===== config.mk =====
export PLATFORM = sky130hd
export DESIGN_NAME = multicycle_control
export DESIGN_NICKNAME = d
export VERILOG_FILES = /design/src/rtl/mips_ctrl_pkg.sv /design/src/rtl/ctrl_out_decode.sv /design/src/rtl/multicycle_control.sv
export SDC_FILE = /design/constraint.sdc
export NUM_CORES = 1
export LEC_CHECK = 0
export CORE_MARGIN = 3
export CORE_UTILIZATION = 33
export DETAILED_ROUTE_END_ITERATION = 16
export PLACE_DENSITY_LB_ADDON = 0.1
export SLEW_MARGIN = 0
export SYNTH_ARGS = -nofsm -noshare
export SYNTH_HDL_FRONTEND = slang
export SYNTH_SLANG_ARGS = --single-unit

===== constraint.sdc =====
create_clock -name clk -period 4.51 [get_ports clk]
set_input_delay 1.353 -clock clk [delete_from_list [all_inputs] [get_ports clk]]
set_output_delay 1.353 -clock clk [all_outputs]
set_load 0.01 [all_outputs]

===== src/rtl/mips_ctrl_pkg.sv =====
// Shared opcodes, state codes, mux/ALU encodings and the control vector
// for the multicycle MIPS control unit.
package mips_ctrl_pkg;

   localparam logic [5:0] OP_R    = 6'b000000;
   localparam logic [5:0] OP_LW   = 6'b100011;
   localparam logic [5:0] OP_SW   = 6'b101011;
   localparam logic [5:0] OP_BEQ  = 6'b000100;
   localparam logic [5:0] OP_LUI  = 6'b001111;
   localparam logic [5:0] OP_ADDI = 6'b001000;
   localparam logic [5:0] OP_J    = 6'b000010;

   typedef enum logic [3:0] {
      S_FETCH  = 4'd0,
      S_DECODE = 4'd1,
      S_MEMADR = 4'd2,
      S_MEMRD  = 4'd3,
      S_MEMWB  = 4'd4,
      S_MEMWR  = 4'd5,
      S_EXEC   = 4'd6,
      S_ALUWB  = 4'd7,
      S_BRANCH = 4'd8,
      S_JUMP   = 4'd9,
      S_IEXEC  = 4'd10,
      S_IWB    = 4'd11
   } state_t;

   localparam logic [1:0] ALU_ADD   = 2'b00;
   localparam logic [1:0] ALU_SUB   = 2'b01;
   localparam logic [1:0] ALU_FUNCT = 2'b10;
   localparam logic [1:0] ALU_LUI   = 2'b11;

   localparam logic [1:0] SRCB_B      = 2'b00;
   localparam logic [1:0] SRCB_FOUR   = 2'b01;
   localparam logic [1:0] SRCB_IMM    = 2'b10;
   localparam logic [1:0] SRCB_IMMSH2 = 2'b11;

   localparam logic [1:0] PC_ALU    = 2'b00;
   localparam logic [1:0] PC_ALUOUT = 2'b01;
   localparam logic [1:0] PC_JUMP   = 2'b10;

   typedef struct packed {
      logic       reg_dst;
      logic       reg_write;
      logic       alu_src_a;
      logic [1:0] alu_src_b;
      logic [1:0] alu_ctr;
      logic       mem_read;
      logic       mem_write;
      logic       mem_to_reg;
      logic       i_or_d;
      logic       ir_write;
      logic       pc_write;
      logic       pc_write_cond;
      logic [1:0] pc_src;
   } ctrl_t;

   function automatic logic op_legal(input logic [5:0] op);
      case (op)
         OP_R, OP_LW, OP_SW, OP_BEQ, OP_LUI, OP_ADDI, OP_J: return 1'b1;
         default:                                           return 1'b0;
      endcase
   endfunction

endpackage


===== src/rtl/ctrl_out_decode.sv =====
// State to control-vector decode. Everything is Moore except IRWrite/PCWrite
// in FETCH, which follow the memory-done term.
module ctrl_out_decode
   import mips_ctrl_pkg::*;
(
   input  logic [3:0] state,
   input  logic       mem_done,
   input  logic       imm_lui,
   output ctrl_t      ctrl
);

   always_comb begin
      ctrl = '0;
      case (state)
         S_FETCH: begin
            ctrl.mem_read  = 1'b1;
            ctrl.alu_src_b = SRCB_FOUR;
            ctrl.alu_ctr   = ALU_ADD;
            ctrl.pc_src    = PC_ALU;
            ctrl.ir_write  = mem_done;
            ctrl.pc_write  = mem_done;
         end
         S_DECODE: begin
            // branch target computed speculatively into ALUOut
            ctrl.alu_src_b = SRCB_IMMSH2;
            ctrl.alu_ctr   = ALU_ADD;
         end
         S_MEMADR: begin
            ctrl.alu_src_a = 1'b1;
            ctrl.alu_src_b = SRCB_IMM;
            ctrl.alu_ctr   = ALU_ADD;
         end
         S_MEMRD: begin
            ctrl.mem_read = 1'b1;
            ctrl.i_or_d   = 1'b1;
         end
         S_MEMWR: begin
            ctrl.mem_write = 1'b1;
            ctrl.i_or_d    = 1'b1;
         end
         S_MEMWB: begin
            ctrl.reg_write  = 1'b1;
            ctrl.mem_to_reg = 1'b1;
         end
         S_EXEC: begin
            ctrl.alu_src_a = 1'b1;
            ctrl.alu_src_b = SRCB_B;
            ctrl.alu_ctr   = ALU_FUNCT;
         end
         S_ALUWB: begin
            ctrl.reg_write = 1'b1;
            ctrl.reg_dst   = 1'b1;
         end
         S_IEXEC: begin
            ctrl.alu_src_a = 1'b1;
            ctrl.alu_src_b = SRCB_IMM;
            ctrl.alu_ctr   = imm_lui ? ALU_LUI : ALU_ADD;
         end
         S_IWB: begin
            ctrl.reg_write = 1'b1;
         end
         S_BRANCH: begin
            ctrl.alu_src_a     = 1'b1;
            ctrl.alu_src_b     = SRCB_B;
            ctrl.alu_ctr       = ALU_SUB;
            ctrl.pc_write_cond = 1'b1;
            ctrl.pc_src        = PC_ALUOUT;
         end
         S_JUMP: begin
            ctrl.pc_write = 1'b1;
            ctrl.pc_src   = PC_JUMP;
         end
         default: ;
      endcase
   end

endmodule


===== src/rtl/multicycle_control.sv =====
// Multicycle MIPS control FSM: sequences each instruction over 3-5 states,
// optionally stretching memory states until mem_ready.
module multicycle_control
   import mips_ctrl_pkg::*;
#(
   parameter int MEM_WAIT = 0,
   parameter int ALUCTR_W = 2
)
(
   input  logic                clk,
   input  logic                reset,
   input  logic [5:0]          op,
   input  logic                zero,
   input  logic                mem_ready,
   output logic                RegDst,
   output logic                RegWrite,
   output logic                ALUSrcA,
   output logic [1:0]          ALUSrcB,
   output logic [ALUCTR_W-1:0] ALUctr,
   output logic                MemRead,
   output logic                MemWrite,
   output logic                MemtoReg,
   output logic                IorD,
   output logic                IRWrite,
   output logic                PCWrite,
   output logic                PCWriteCond,
   output logic [1:0]          PCSrc,
   output logic                illegal_op,
   output logic [3:0]          state
);

   state_t     state_q, state_n;
   logic [5:0] op_q;
   logic       mem_done;
   ctrl_t      ctrl_raw, ctrl;

   // The branch decision is taken in the datapath (PCWriteCond & zero);
   // the flag only passes through this block's interface.
   logic unused_zero;
   assign unused_zero = zero;

   assign mem_done = (MEM_WAIT == 0) ? 1'b1 : mem_ready;

   always_comb begin
      state_n = S_FETCH;
      case (state_q)
         S_FETCH:  state_n = mem_done ? S_DECODE : S_FETCH;
         S_DECODE: begin
            case (op)
               OP_LW, OP_SW:    state_n = S_MEMADR;
               OP_R:            state_n = S_EXEC;
               OP_BEQ:          state_n = S_BRANCH;
               OP_ADDI, OP_LUI: state_n = S_IEXEC;
               OP_J:            state_n = S_JUMP;
               default:         state_n = S_FETCH;
            endcase
         end
         S_MEMADR: state_n = (op_q == OP_LW) ? S_MEMRD : S_MEMWR;
         S_MEMRD:  state_n = mem_done ? S_MEMWB : S_MEMRD;
         S_MEMWR:  state_n = mem_done ? S_FETCH : S_MEMWR;
         S_EXEC:   state_n = S_ALUWB;
         S_IEXEC:  state_n = S_IWB;
         default:  state_n = S_FETCH;
      endcase
   end

   always_ff @(posedge clk) begin
      if (reset) begin
         state_q <= S_FETCH;
         op_q    <= '0;
      end else begin
         state_q <= state_n;
         if (state_q == S_DECODE)
            op_q <= op;
      end
   end

   ctrl_out_decode u_dec (
      .state    (state_q),
      .mem_done (mem_done),
      .imm_lui  (op_q == OP_LUI),
      .ctrl     (ctrl_raw)
   );

   // Reset forces every strobe and mux select low, so an interrupted
   // instruction cannot finish a write during the reset cycle.
   assign ctrl = reset ? '0 : ctrl_raw;

   assign RegDst      = ctrl.reg_dst;
   assign RegWrite    = ctrl.reg_write;
   assign ALUSrcA     = ctrl.alu_src_a;
   assign ALUSrcB     = ctrl.alu_src_b;
   assign MemRead     = ctrl.mem_read;
   assign MemWrite    = ctrl.mem_write;
   assign MemtoReg    = ctrl.mem_to_reg;
   assign IorD        = ctrl.i_or_d;
   assign IRWrite     = ctrl.ir_write;
   assign PCWrite     = ctrl.pc_write;
   assign PCWriteCond = ctrl.pc_write_cond;
   assign PCSrc       = ctrl.pc_src;

   always_comb begin
      ALUctr      = '0;
      ALUctr[1:0] = ctrl.alu_ctr;
   end

   assign illegal_op = !reset && (state_q == S_DECODE) && !op_legal(op);
   assign state      = state_q;

endmodule


==> results of run 1 <==
cell usage in the layout, fill, tap and decap left out, drive strengths merged, types with 3 or more instances in the layout:
master,instances
nand2b,3
nor2,12
nor3,6
a21oi,8
or2,4
nand2,12
a31oi,3
nor4,4
o21ai,7
clkbuf,4
dfxtp,10
buf,8
clkdlybuf4s50,28
cells by family (layout without fill, tap and decap cells):
logic type,after synthesis,after routing,share of synthesized area [%]
and+or+nand+nor,55,55,38.7
DFF,10,10,25.5
xor gates and xnor gates,2,2,2.23
buffers and inverters,15,42,9.87
adders and majority gates,1,1,1.27
AOI/OAI and AO/OA,28,28,22.5
worst max-delay path by stage:
| stage | start | endpoint | slack, ps | depth (start not counted) |
|---|---|---|---|---|
| 2_1_floorplan | op[2] | illegal_op | 960 | 4 |
| 3_3_place_gp | op[1] | illegal_op | 140 | 5 |
| 3_5_place_dp | op[1] | illegal_op | 130 | 5 |
| 4_1_cts | op[1] | illegal_op | 130 | 5 |
| 5_1_grt | op[3] | illegal_op | 90 | 5 |
| 6_report | op[3] | illegal_op | 140 | 5 |
routing by layer:
| metal | GRT usage, % | routed length, um | vias up |
|---|---|---|---|
| met5 | 0 | 0 | - |
| met3 | 4.09 | 134 | 4 |
| met4 | 7.47 | 33 | 0 |
| li1 | - | - | 456 |
| met2 | 25.4 | 967 | 23 |
| met1 | 18.4 | 969 | 399 |
through the flow:
stage | area (sq um) | hold slack (ps)
6_report | 1130 | 472
5_1_grt | 1130 | 502
4_1_cts | 1130 | 474
3_5_place_dp | 1090 | 464
3_3_place_gp | 1090 | 462
2_1_floorplan | 786 | 449
state kept, by name, indices dropped and copies added, names as in the netlist:
signal  cells
op_q        6
state       4
synth_stat cells, types with 3 or more instances:
cell	n	area, sq um
o21ai_0	7	35.0
buf_2	8	40.0
nor2_1	11	41.3
a21oi_1	8	40.0
dfxtp_1	10	200
nand2b_1	3	18.8
a31oi_1	3	18.8
nor3_1	6	30.0
nor4_1	4	25.0
nand2_1	12	45.0
power by group through the flow:
stage / Combinational (mW) / Sequential, mW / Clock [mW]
3_5_place_dp: 0.0581 / 0.0991 / 0
2_1_floorplan: 0.0346 / 0.0967 / 0
5_1_grt: 0.0635 / 0.0977 / 0.0882
3_3_place_gp: 0.0577 / 0.0989 / 0
6_report: 0.0578 / 0.0970 / 0.0801
4_1_cts: 0.0583 / 0.0969 / 0.0830
final cells by class:
cell class / count / area [sq um]
fill: 247 / 1110
timing repair buffer: 36 / 340
inverter: 2 / 7.51
sequential: 10 / 200
multi-input combinational: 86 / 508
clock buffer: 4 / 36.3
tap: 28 / 35.0
worst max-delay path, delay by kind of cell:
| kind | cells | cell delay, ps |
|---|---|---|
| AO/OA/AOI/OAI | 2 | 170 |
| AND/OR/NAND/NOR | 1 | 520 |
| buffers and inverters | 2 | 980 |
==> metrics.cfg, run 1 <==
[outcome]
status = finished clean

[power_and_ir_drop]
power.total_mw = 0.235
p_comb_share_pct = 24.6
clkPwrFrac_pct = 34.1
sw_frac_of_total_pct = 26.8
p_switching_mw = 0.0628
ir_drop_mv = 0.115
seq_power_share_pct = 41.3
leakage_nw = 0.381
p_per_area_mw_per_mm2 = 208
power.internal_mw = 0.172

[grt]
track_usage_pct = 15.5
overflow = 0
antenna_found_initial = 0
grt_pass1_vias = 748
grt_pass1_wl_um = 3330
grt_max_degree = 16

[setup_path]
worstRegToRegCells = 3
cp_max_fo = 5
slowest_delay_ps = 520
worstPathRequired_ps = 3160
end_kind = output pin
rr_startpoint = state[1]
crit_path_frequent_cell = clkdlybuf4s50_1
reg2reg_to = state[1]
crit_arrival_ps = 3020
slowest_stage = or4b_4
critPathKind = in -> out
start_kind = primary input
crit_chain = clkdlybuf4s50_1 -> or4b_4 -> o211ai_2 -> a21oi_1 -> clkdlybuf4s50_1
rrSetupSlack_ps = 2960

[detailed_routing]
drc_errors = 0
via_per_inst = 5.31
dr.pass1.iters = 4
drt_wl_total_um = 2100
ant_nets = 0
wire_per_inst_um = 12.7
drt_iter0_markers = 10
vias = 882

[logic_synthesis]
synth_flop_cell = dfxtp_1
avgSynthCellArea_sq_um = 7.08
synth_edf_count = 0
yosys_warnings = 0
netlist_area_sq_um = 786
seq_area_frac_synth_pct = 25.5
ys_types = 37
async_reset_ff_share_pct = 0
syn_nets = 121
ys_ff_latch = 10
syn-instance-count = 111

[floorplanning]
die_area_sq_mm = 0.00300
die_w_um = 54.8
core_sq_mm = 0.00223
die_h_um = 54.8
rows = 17
num_io_pins = 31
initial_utilization_pct = 35.2

[place]
dp.final_hpwl_um = 1630
post-place-ws_ps = 125
gp_congestion = 0.838
io_buffers = 28
dp.cells = 162

[sta]
hold_viol = 0
finalClockSkew_ps = 1.59
fin_ws_ps = 136
max_freq_mhz = 229
worst_pin_slew_ps = 578
fin_tns_setup_ps = 0
finalSetupViolations = 0
finalCritPeriodShare_pct = 97.0
relSlewSlack_pct = 61.5
period_minus_slack_ps = 4370
rsz0062_at_grt = false
drv_slew = 0

[cells_and_area]
drive_gt1_share_pct = 12.3
area_growth_pct = 43.5
antenna_cells = 0
nets = 149
final_core_util_pct = 50.5
finalNonFillerCells = 166

[cts]
post_cts_buffers = 0
cts_root_buf = clkbuf_4
clk_latency_ps = 260
clock_path_buffers = 2
post_cts_resized = 0
cts_sinks = 10
cts_tree = built
cts_hold_buf = 0
cts_inserted_buffers = 3
clk_pin_slew_ps = 70
h-tree-depth = 1

[worst_hold_path]
min_to = op_q[0]
hold_path_class = reg -> reg
holdPathStages = 2
hp-start = op_q[0]

[flow_run]
cap_viol_max_count = 0

Note: power is estimated with default switching activity, not from simulation.
==> run 2: changes to the inputs <==
Settings changed: CORE_UTILIZATION 33 to 40.
==> run 2 against run 1 <==
Via count grew 0.23%. Sequential power about the same. Utilization is 12 points higher. Setup slack better by 27 ps. Power is 1.4% higher. Sequential cell count did not move. Clock-buffer cell count stayed put. Worst hold slack improved by 4.9 ps. Combinational power hardly changed. Final cell count shrank 2.4%. Critical endpoint unchanged. Highest routed layer unchanged.
==> metrics.cfg, run 2 (synthesis gave the netlist of run 1 again) <==
[sta]
hold_viol = 0  ; unchanged
rsz0062_at_grt = false
worst_pin_slew_ps = 587  ; +9.54 ps
fin_tns_setup_ps = 0  ; unchanged
max_freq_mhz = 230  ; +0.62%
period_minus_slack_ps = 4350  ; -26.8 ps
finalClockSkew_ps = 13.1  ; +11.5 ps
finalCritPeriodShare_pct = 96.4  ; -0.59 points
drv_slew = 0  ; unchanged
relSlewSlack_pct = 60.8  ; -0.64 points
hold_slack_ps = 477  ; +4.89 ps
finalSetupViolations = 0  ; unchanged

[place]
dp.final_hpwl_um = 1560  ; -4.1%
gp_congestion = 0.806  ; -3.8%
io_buffers = 28  ; unchanged
dp.cells = 158  ; -2.5%

[cells_and_area]
nets = 148  ; -0.67%
multiInputGateArea_sq_um = 508  ; unchanged
fillCellCount = 167  ; -32%
drive_gt1_share_pct = 11.7  ; -0.64 points
regArea_sq_um = 200  ; unchanged
area_growth_pct = 42.0
final_core_util_pct = 62.6  ; +12 points
finalNonFillerCells = 162  ; -2.4%
top_register = op_q
largest_reg_flops = 6  ; unchanged
antenna_cells = 0  ; unchanged
final_cell_mix = clkdlybuf4s50_1, nand2_1, nor2_1, dfxtp_1, a21oi_1
final_common_cell = clkdlybuf4s50_1

[setup_path]
cp_top_family = buffers and inverters
cp_num_buf_inv = 3  ; +1
crit_path_frequent_cell = clkdlybuf4s50_1
end_kind = output pin
crit_arrival_ps = 2990  ; -30 ps
endpoint = illegal_op
slowest_stage = clkdlybuf4s50_1
critPathKind = in -> out
startpoint = reset
worstPathRequired_ps = 3160  ; about the same
rr_startpoint = state[1]
start_kind = primary input
crit_cells = 6  ; +1
crit_chain = clkdlybuf4s50_1 -> buf_4 -> nor3_1 -> o31ai_1 -> a21oi_1 -> clkdlybuf4s50_1
reg2reg_to = state[1]
cp_max_fo = 5  ; unchanged
slowest_delay_ps = 550  ; +30 ps
worstRegToRegCells = 3  ; unchanged
rrSetupSlack_ps = 2970  ; about the same

[cts]
cts_inserted_buffers = 3  ; unchanged
clk_pin_slew_ps = 60  ; about the same
clk_latency_ps = 280  ; +20 ps
cts_tree = built
post_cts_buffers = 0  ; unchanged
post_cts_resized = 0  ; unchanged
cts_hold_buf = 0  ; unchanged
cts_sinks = 10  ; unchanged
h-tree-depth = 1  ; unchanged
clock_path_buffers = 2  ; unchanged
cts_root_buf = clkbuf_4

[floorplanning]
initial_utilization_pct = 44.1  ; +8.9 points
num_io_pins = 31  ; unchanged
die_h_um = 50.3  ; -8.2%
die_area_sq_mm = 0.00253  ; -16%
die_w_um = 50.3  ; -8.2%
rows = 15  ; -2
core_sq_mm = 0.00178  ; -20%

[worst_hold_path]
hold_path_class = reg -> reg

[power_and_ir_drop]
ir_drop_mv = 0.140  ; +21%
leakage_nw = 0.376  ; -1.3%
p_per_area_mw_per_mm2 = 213  ; +2.4%

[grt]
grt_pass1_wl_um = 3720  ; +12%
overflow = 0  ; unchanged
grt_pass1_vias = 854  ; +14%
grt_max_degree = 16  ; unchanged
track_usage_pct = 18.4  ; +2.9 points
antenna_found_initial = 0  ; unchanged

[outcome]
status = finished clean

[detailed_routing]
dr.pass1.iters = 4  ; unchanged
via_per_inst = 5.46  ; +2.7%
wire_per_inst_um = 12.8  ; +1.3%
drt_iter0_markers = 31  ; +21
ant_nets = 0  ; unchanged
drc_errors = 0  ; unchanged
drt_wl_total_um = 2080  ; -1.1%
vias = 884  ; +0.23%

[flow_run]
cap_viol_max_count = 0  ; unchanged

[run 2: final cells by class]
class                      count  area share, %
sequential                    10           17.9
multi-input combinational     86           45.5
timing repair buffer          35           29.8
tap                           25           2.80
inverter                       2          0.673
clock buffer                   4           3.25
[run 2: stage by stage]
step / setup WS (ps) / cell area (sq um) / power [mW]
floorplan: 964 / 786 / 0.131
global placement: 166 / 1080 / 0.155
detailed placement: 159 / 1080 / 0.157
CTS: 159 / 1120 / 0.239
global route: 50.4 / 1120 / 0.251
finish: 162 / 1120 / 0.238
[run 2: worst min path at each step]
stage | start | endpoint | slack (ps) | depth (start not counted)
2_1_floorplan | op_q[0] | op_q[0] | 450 | 2
3_3_place_gp | op_q[1] | op_q[1] | 460 | 2
3_5_place_dp | op_q[1] | op_q[1] | 470 | 2
4_1_cts | op_q[1] | op_q[1] | 480 | 2
5_1_grt | op_q[5] | op_q[5] | 510 | 2
6_report | op_q[0] | op_q[0] | 480 | 2
[run 2: layer usage]
layer  vias to the layer above  global-route usage, %  wire length [um]
met3                         4                   4.75               111
met1                       407                   21.8               935
met4                         0                   4.48                21
met2                        21                   32.6              1010
li1                        452                      -                 -
met5                         -                      0                 0
[run 2: power by group]
part           switching, mW  internal (mW)  total (mW)  leakage, nW
Sequential           0.00433         0.0926      0.0969       0.0818
Clock                 0.0345         0.0491      0.0836       0.0210
Combinational         0.0277         0.0298      0.0575        0.274
Total                 0.0665          0.172       0.238        0.376
[run 2: worst register-to-register path: stages, from the launching register on]
cell,delay (ps)
dfxtp_1,570
nand2b_1,550
nor4_1,110
a22o_1,220
==> edit 1 (settings of run 1) <==
Reset style: asynchronous (`reset`), changed in one clocked block.
--- a/src/rtl/multicycle_control.sv
+++ b/src/rtl/multicycle_control.sv
@@ -64,7 +64,7 @@
       endcase
    end
 
-   always_ff @(posedge clk) begin
+   always_ff @(posedge clk or posedge reset) begin
       if (reset) begin
          state_q <= S_FETCH;
          op_q    <= '0;
Formal check against the unedited RTL: differs if reset is asserted again (counterexample within 4 cycles, from zero or initial values and one cycle with reset high); with reset held inactive, the same outputs for 10 cycles.
==> edit 1 against run 1 <==
Routed wire length about the same. Setup slack improved by 0.13 ns. Global-route usage grew 0.21 points. Count of clock-buffer cells in the layout unchanged. Final area is 2.2% higher. Synthesized cell count shrank 19%. Area after synthesis is 3.5% lower. First-iteration DRC count is 90% higher. Sequential cell count unchanged. Via count fell by 7.6%. Critical path type unchanged.
Power is not compared: it rests on default switching activity, and its combinational part moved more than twofold at a synthesized area within 25%.
==> edit 1: results (changes against run 1) <==
| Metric | Value |
|---|---|
| Initial DRC Count | 19 (was 10) |
| CTS root buf | clkbuf_4 (unchanged) |
| Worst reg-to-reg setup slack | 2.75 ns (was 2.96 ns) |
| Met3 WL | 125 µm (was 134 µm) |
| Met1 WL | 941 µm (was 969 µm) |
| Slowest cell on crit path | clkdlybuf4s50_1 (was or4b_4) |
| Worst-Skew Late Latency | 0.27 ns |
| Sequential fraction of the synthesis area | 0.3300 (was 0.2548) |
| Synth cell count leaders | nor2_1, dfrtp_1, mux2_2, nor3_1 (was nand2_1, nor2_1, dfxtp_1) |
| # DRC | 0 (unchanged) |
| Top Layer Used | met3 (was met4) |
| CTS H-tree lvls | 1 (unchanged) |
| Critical path's largest stage delay | 0.53 ns |
| Mean routed wirelength per cell | 14.04 µm (was 12.67 µm) |
| Worst-Margin Slew | 0.4781 ns (was 0.5778 ns) |
| Ys flop type | dfrtp_1 (was dfxtp_1) |
| Post-DP HPWL | 1592 µm (was 1627 µm) |
| Vias per cell | 5.433 (was 5.313) |
| First-pass GRT wire length | 3339 µm (was 3332 µm) |
| Vias in the first global route | 730 (was 748) |
| Syn_nets | 100 (was 121) |
| Status | finished clean (unchanged) |
| Initial DRT Pass Iterations | 4 (unchanged) |
| Fraction of layout cells with a size suffix above 1 | 0.1870 (was 0.1232) |
| Distinct cells, synth | 36 (was 37) |
| Pleak | 0.4638 nW |
| Worst clock skew | 0.002521 ns (was 0.001590 ns) |
| Largest net degree at the start of global routing | 16 (unchanged) |
| Routability congestion estimate from global placement | 0.8554 (was 0.8382) |
| Met2 wire length | 1039 µm (was 967 µm) |
| ANT cells | 0 (unchanged) |
| Yosys Warn Count | 0 (unchanged) |
| Largest register FFs | 6 (unchanged) |
| Num CTS Buffers | 3 (unchanged) |
| Arrival time worst endpoint | 2.89 ns (was 3.02 ns) |
| Net Sw Power | 0.1677 mW |
| Async SR Flop Fraction | 1.000 (was 0) |
| Crit-path max FO | 11 (was 5) |
| Number of antenna violations at the first check in global routing | 0 (unchanged) |
| Synth area leaders | dfrtp_1, mux2_2, nor2_1 (was dfxtp_1, nand2_1, nor2_1) |
| Final net count | 134 (was 149) |
| Global Route Usage Sum | 0.1566 (was 0.1546) |
| Clock slew at reported path FFs | 0.07 ns (about the same) |
==> edit 1: final cells by class <==
cell class / instances / area, µm²
Timing Repair Buffer: 36 / 345.3
Clock buffer: 4 / 36.28
Multi-Input combinational cell: 70 / 475.5
Fill cell: 200 / 909.6
Tap cell: 27 / 33.78
Inverter: 3 / 11.26
Sequential cell: 10 / 250.2
==> edit 1: what timing repair did <==
action	4_1_cts	5_1_grt
endpoints found under the setup margin	0	1
resized for setup	0	5
hold buffers	0	0
setup buffers	0	0
hold endpoints to repair	0	0
==> edit 1: layer usage <==
layer  GRT usage  vias to the layer above
li1            -                      402
met1      0.2034                      388
met2      0.2681                       25
met3     0.01662                        0
met4     0.05106                        0
met5           0                        -
==> edit 1: path summary, 6_finish.rpt <==
kind                          start       end  cells past startpoint
min in group asynchronous     reset  state[3]                      3
min reg2reg                 op_q[4]   op_q[4]                      1
max reg2reg                state[2]   op_q[2]                      3
min                         op_q[4]   op_q[4]                      1
max in group asynchronous     reset   op_q[4]                      4
max                           reset   MemRead                      5
==> edit 1: logic make-up (layout without fill, tap and decap cells) <==
| logic type | after synthesis | in the layout | share of synthesized area |
|---|---|---|---|
| simple gates | 44 | 44 | 0.3317 |
| fa+ha+maj | 1 | 1 | 0.01320 |
| xor+xnor | 3 | 3 | 0.03466 |
| buf+inv | 10 | 43 | 0.05940 |
| mux | 6 | 6 | 0.08910 |
| flops | 10 | 10 | 0.3300 |
| compound gates | 16 | 16 | 0.1419 |
==> edit 1: power by group through the flow <==
stage                     registers [mW]  logic (mW)  clock network [mW]
after floorplan                    0.149       0.141                   0
after global placement             0.167       0.206                   0
after detailed placement           0.169       0.208                   0
after CTS                          0.167       0.209              0.0837
after global routing               0.175       0.231              0.0867
final                              0.167       0.210              0.0831
==> edit 1: metrics by stage <==
stage,cells,instance area (µm²),worst slack [ns],hold slack (ns),power [mW]
floorplan,90,758.2,0.8648,0.4714,0.2906
detailed placement,146,1099,0.02761,0.4902,0.3770
CTS,150,1135,0.02539,0.5060,0.4595
finish,150,1152,0.2673,0.5036,0.4598
global route,150,1152,0.1692,0.5362,0.4921
global placement,146,1099,0.04027,0.4831,0.3726
==> edit 2 (settings of run 1) <==
Without the edit above. Change the parameter `ALUCTR_W` from 2 to 4.
--- a/src/rtl/multicycle_control.sv
+++ b/src/rtl/multicycle_control.sv
@@ -4,7 +4,7 @@
    import mips_ctrl_pkg::*;
 #(
    parameter int MEM_WAIT = 0,
-   parameter int ALUCTR_W = 2
+   parameter int ALUCTR_W = 4
 )
 (
    input  logic                clk,
Ports: changed (resized ALUctr); port bits go from 31 to 33. No check against the original RTL was run, so the function may have changed too.
==> edit 2 against run 1 <==
Final area did not move. Register-to-register slack lost 0.02 ns. Combinational power hardly changed. Clock skew increased by 0.0023 ns. Area after synthesis is 2.4% higher. Fmax hardly changed. Routed wire length up 0.19%. Critical path depth unchanged. Clock power increased by 4.0%. Sequential cell count stayed put. Synthesized cell count up 2.7%. Count of clock-buffer cells in the layout unchanged. Setup slack worse by 0.0024 ns. Total power is 1.4% higher. Critical path type unchanged. Largest cell class unchanged. Largest power group unchanged.
==> edit 2: results (changes against run 1) <==
| Metric | Value |
|---|---|
| Final net count | 150 (was 149) |
| Routability congestion estimate from global placement | 0.7536 (was 0.8382) |
| Distinct cells, synth | 38 (was 37) |
| Setup slack after placement | 0.1347 ns (was 0.1250 ns) |
| Worst Hold Class | flop to flop (unchanged) |
| Vias in the first global route | 783 (was 748) |
| Synth area leaders | dfxtp_1, nand2_1, nor2_1 (unchanged) |
| Crit-path max FO | 5 (unchanged) |
| Ys flop type | dfxtp_1 (unchanged) |
| Worst-Skew Late Latency | 0.27 ns |
| Post-DP HPWL | 1596 µm (was 1627 µm) |
| Mean routed wirelength per cell | 12.62 µm (was 12.67 µm) |
| First-pass GRT wire length | 3539 µm (was 3332 µm) |
| Clock buffer depth | 2 (unchanged) |
| R2r worst-path depth | 3 (unchanged) |
| Reg with most FFs | op_q (unchanged) |
| Final wirelength | 2108 µm (was 2104 µm) |
| Worst clock skew | 0.003922 ns (was 0.001590 ns) |
| Maximum vdd drop | 0.09753 mV (was 0.1153 mV) |
| Dpl cell area | 0.001091 mm² (unchanged) |
| Via count | 871 (was 882) |
| Setup Fix Bufs, Post-CTS | 0 (unchanged) |
| Synth cell count leaders | nand2_1, nor2_1, dfxtp_1 (unchanged) |
| Worst-Margin Slew | 0.6036 ns (was 0.5778 ns) |
| Slowest cell on crit path | clkdlybuf4s50_1 (was or4b_4) |
| Placed Cells incl. Taps | 163 (was 162) |
| IO Port Bufs | 28 (unchanged) |
| Sequential fraction of the synthesis area | 0.2488 (was 0.2548) |
| CTS H-tree lvls | 1 (unchanged) |
| Yosys Warn Count | 0 (unchanged) |
| Pleak | 0.3830 nW (was 0.3813 nW) |
| Critical path's largest stage delay | 0.54 ns (was 0.52 ns) |
| Status | finished clean (unchanged) |
| Async SR Flop Fraction | 0 (unchanged) |
| Syn Inst Count | 114 (was 111) |
| Initial DRC Count | 30 (was 10) |
| Fraction of layout cells with a size suffix above 1 | 0.1151 (was 0.1232) |
| ANT cells | 0 (unchanged) |
| Hold Crit Depth | 2 (unchanged) |
| Total gr overflow | 0 (unchanged) |
| Global Route Usage Sum | 0.1406 (was 0.1546) |
| Largest net degree at the start of global routing | 16 (unchanged) |
edit 2: cell count changes after synthesis, sizes merged:
cell / before / now
buf: 11 / 13
conb: 0 / 1
edit 2: final timing paths:
check	start	end	slack (ns)
setup / recovery	op[1]	illegal_op	0.13
hold reg to reg	op_q[0]	op_q[0]	0.47
hold / removal	op_q[0]	op_q[0]	0.47
setup reg to reg	state[1]	state[1]	2.94
edit 2: where the power goes:
part | total (mW) | switching [mW] | internal, mW
logic | 0.0579 | 0.0281 | 0.0298
registers | 0.0969 | 0.00433 | 0.0926
clock network | 0.0833 | 0.0343 | 0.0490
edit 2: layout make-up:
type,count,area (µm²)
Clock buffer,4,36.28
Inverter,2,7.507
Sequential cell,10,200.2
Multi-Input combinational cell,88,515.5
Timing Repair Buffer,35,332.8
Tap cell,28,35.03
Fill cell,256,1127
edit 2: cell families after synthesis:
kind of cell    after synthesis  synth area share
xor+xnor                      2           0.02178
simple gates                 55            0.3779
fa+ha+maj                     1           0.01244
buf+inv                      17            0.1151
other cells                   1          0.004661
compound gates               28            0.2193
flops                        10            0.2488
edit 2: worst max-delay path, delay by kind of cell:
family,cells,cell delay (ns)
buffers and inverters,2,1.02
AND/OR/NAND/NOR,1,0.48
AO/OA/AOI/OAI,2,0.17
edit 2: per-layer routing:
metal  wire, µm  up-vias  track usage
li1           -      457            -
met5          0        -            0
met1       1035      391       0.1813
met2        966       23       0.2264
met4          0        0      0.06250
met3        106        0      0.02570
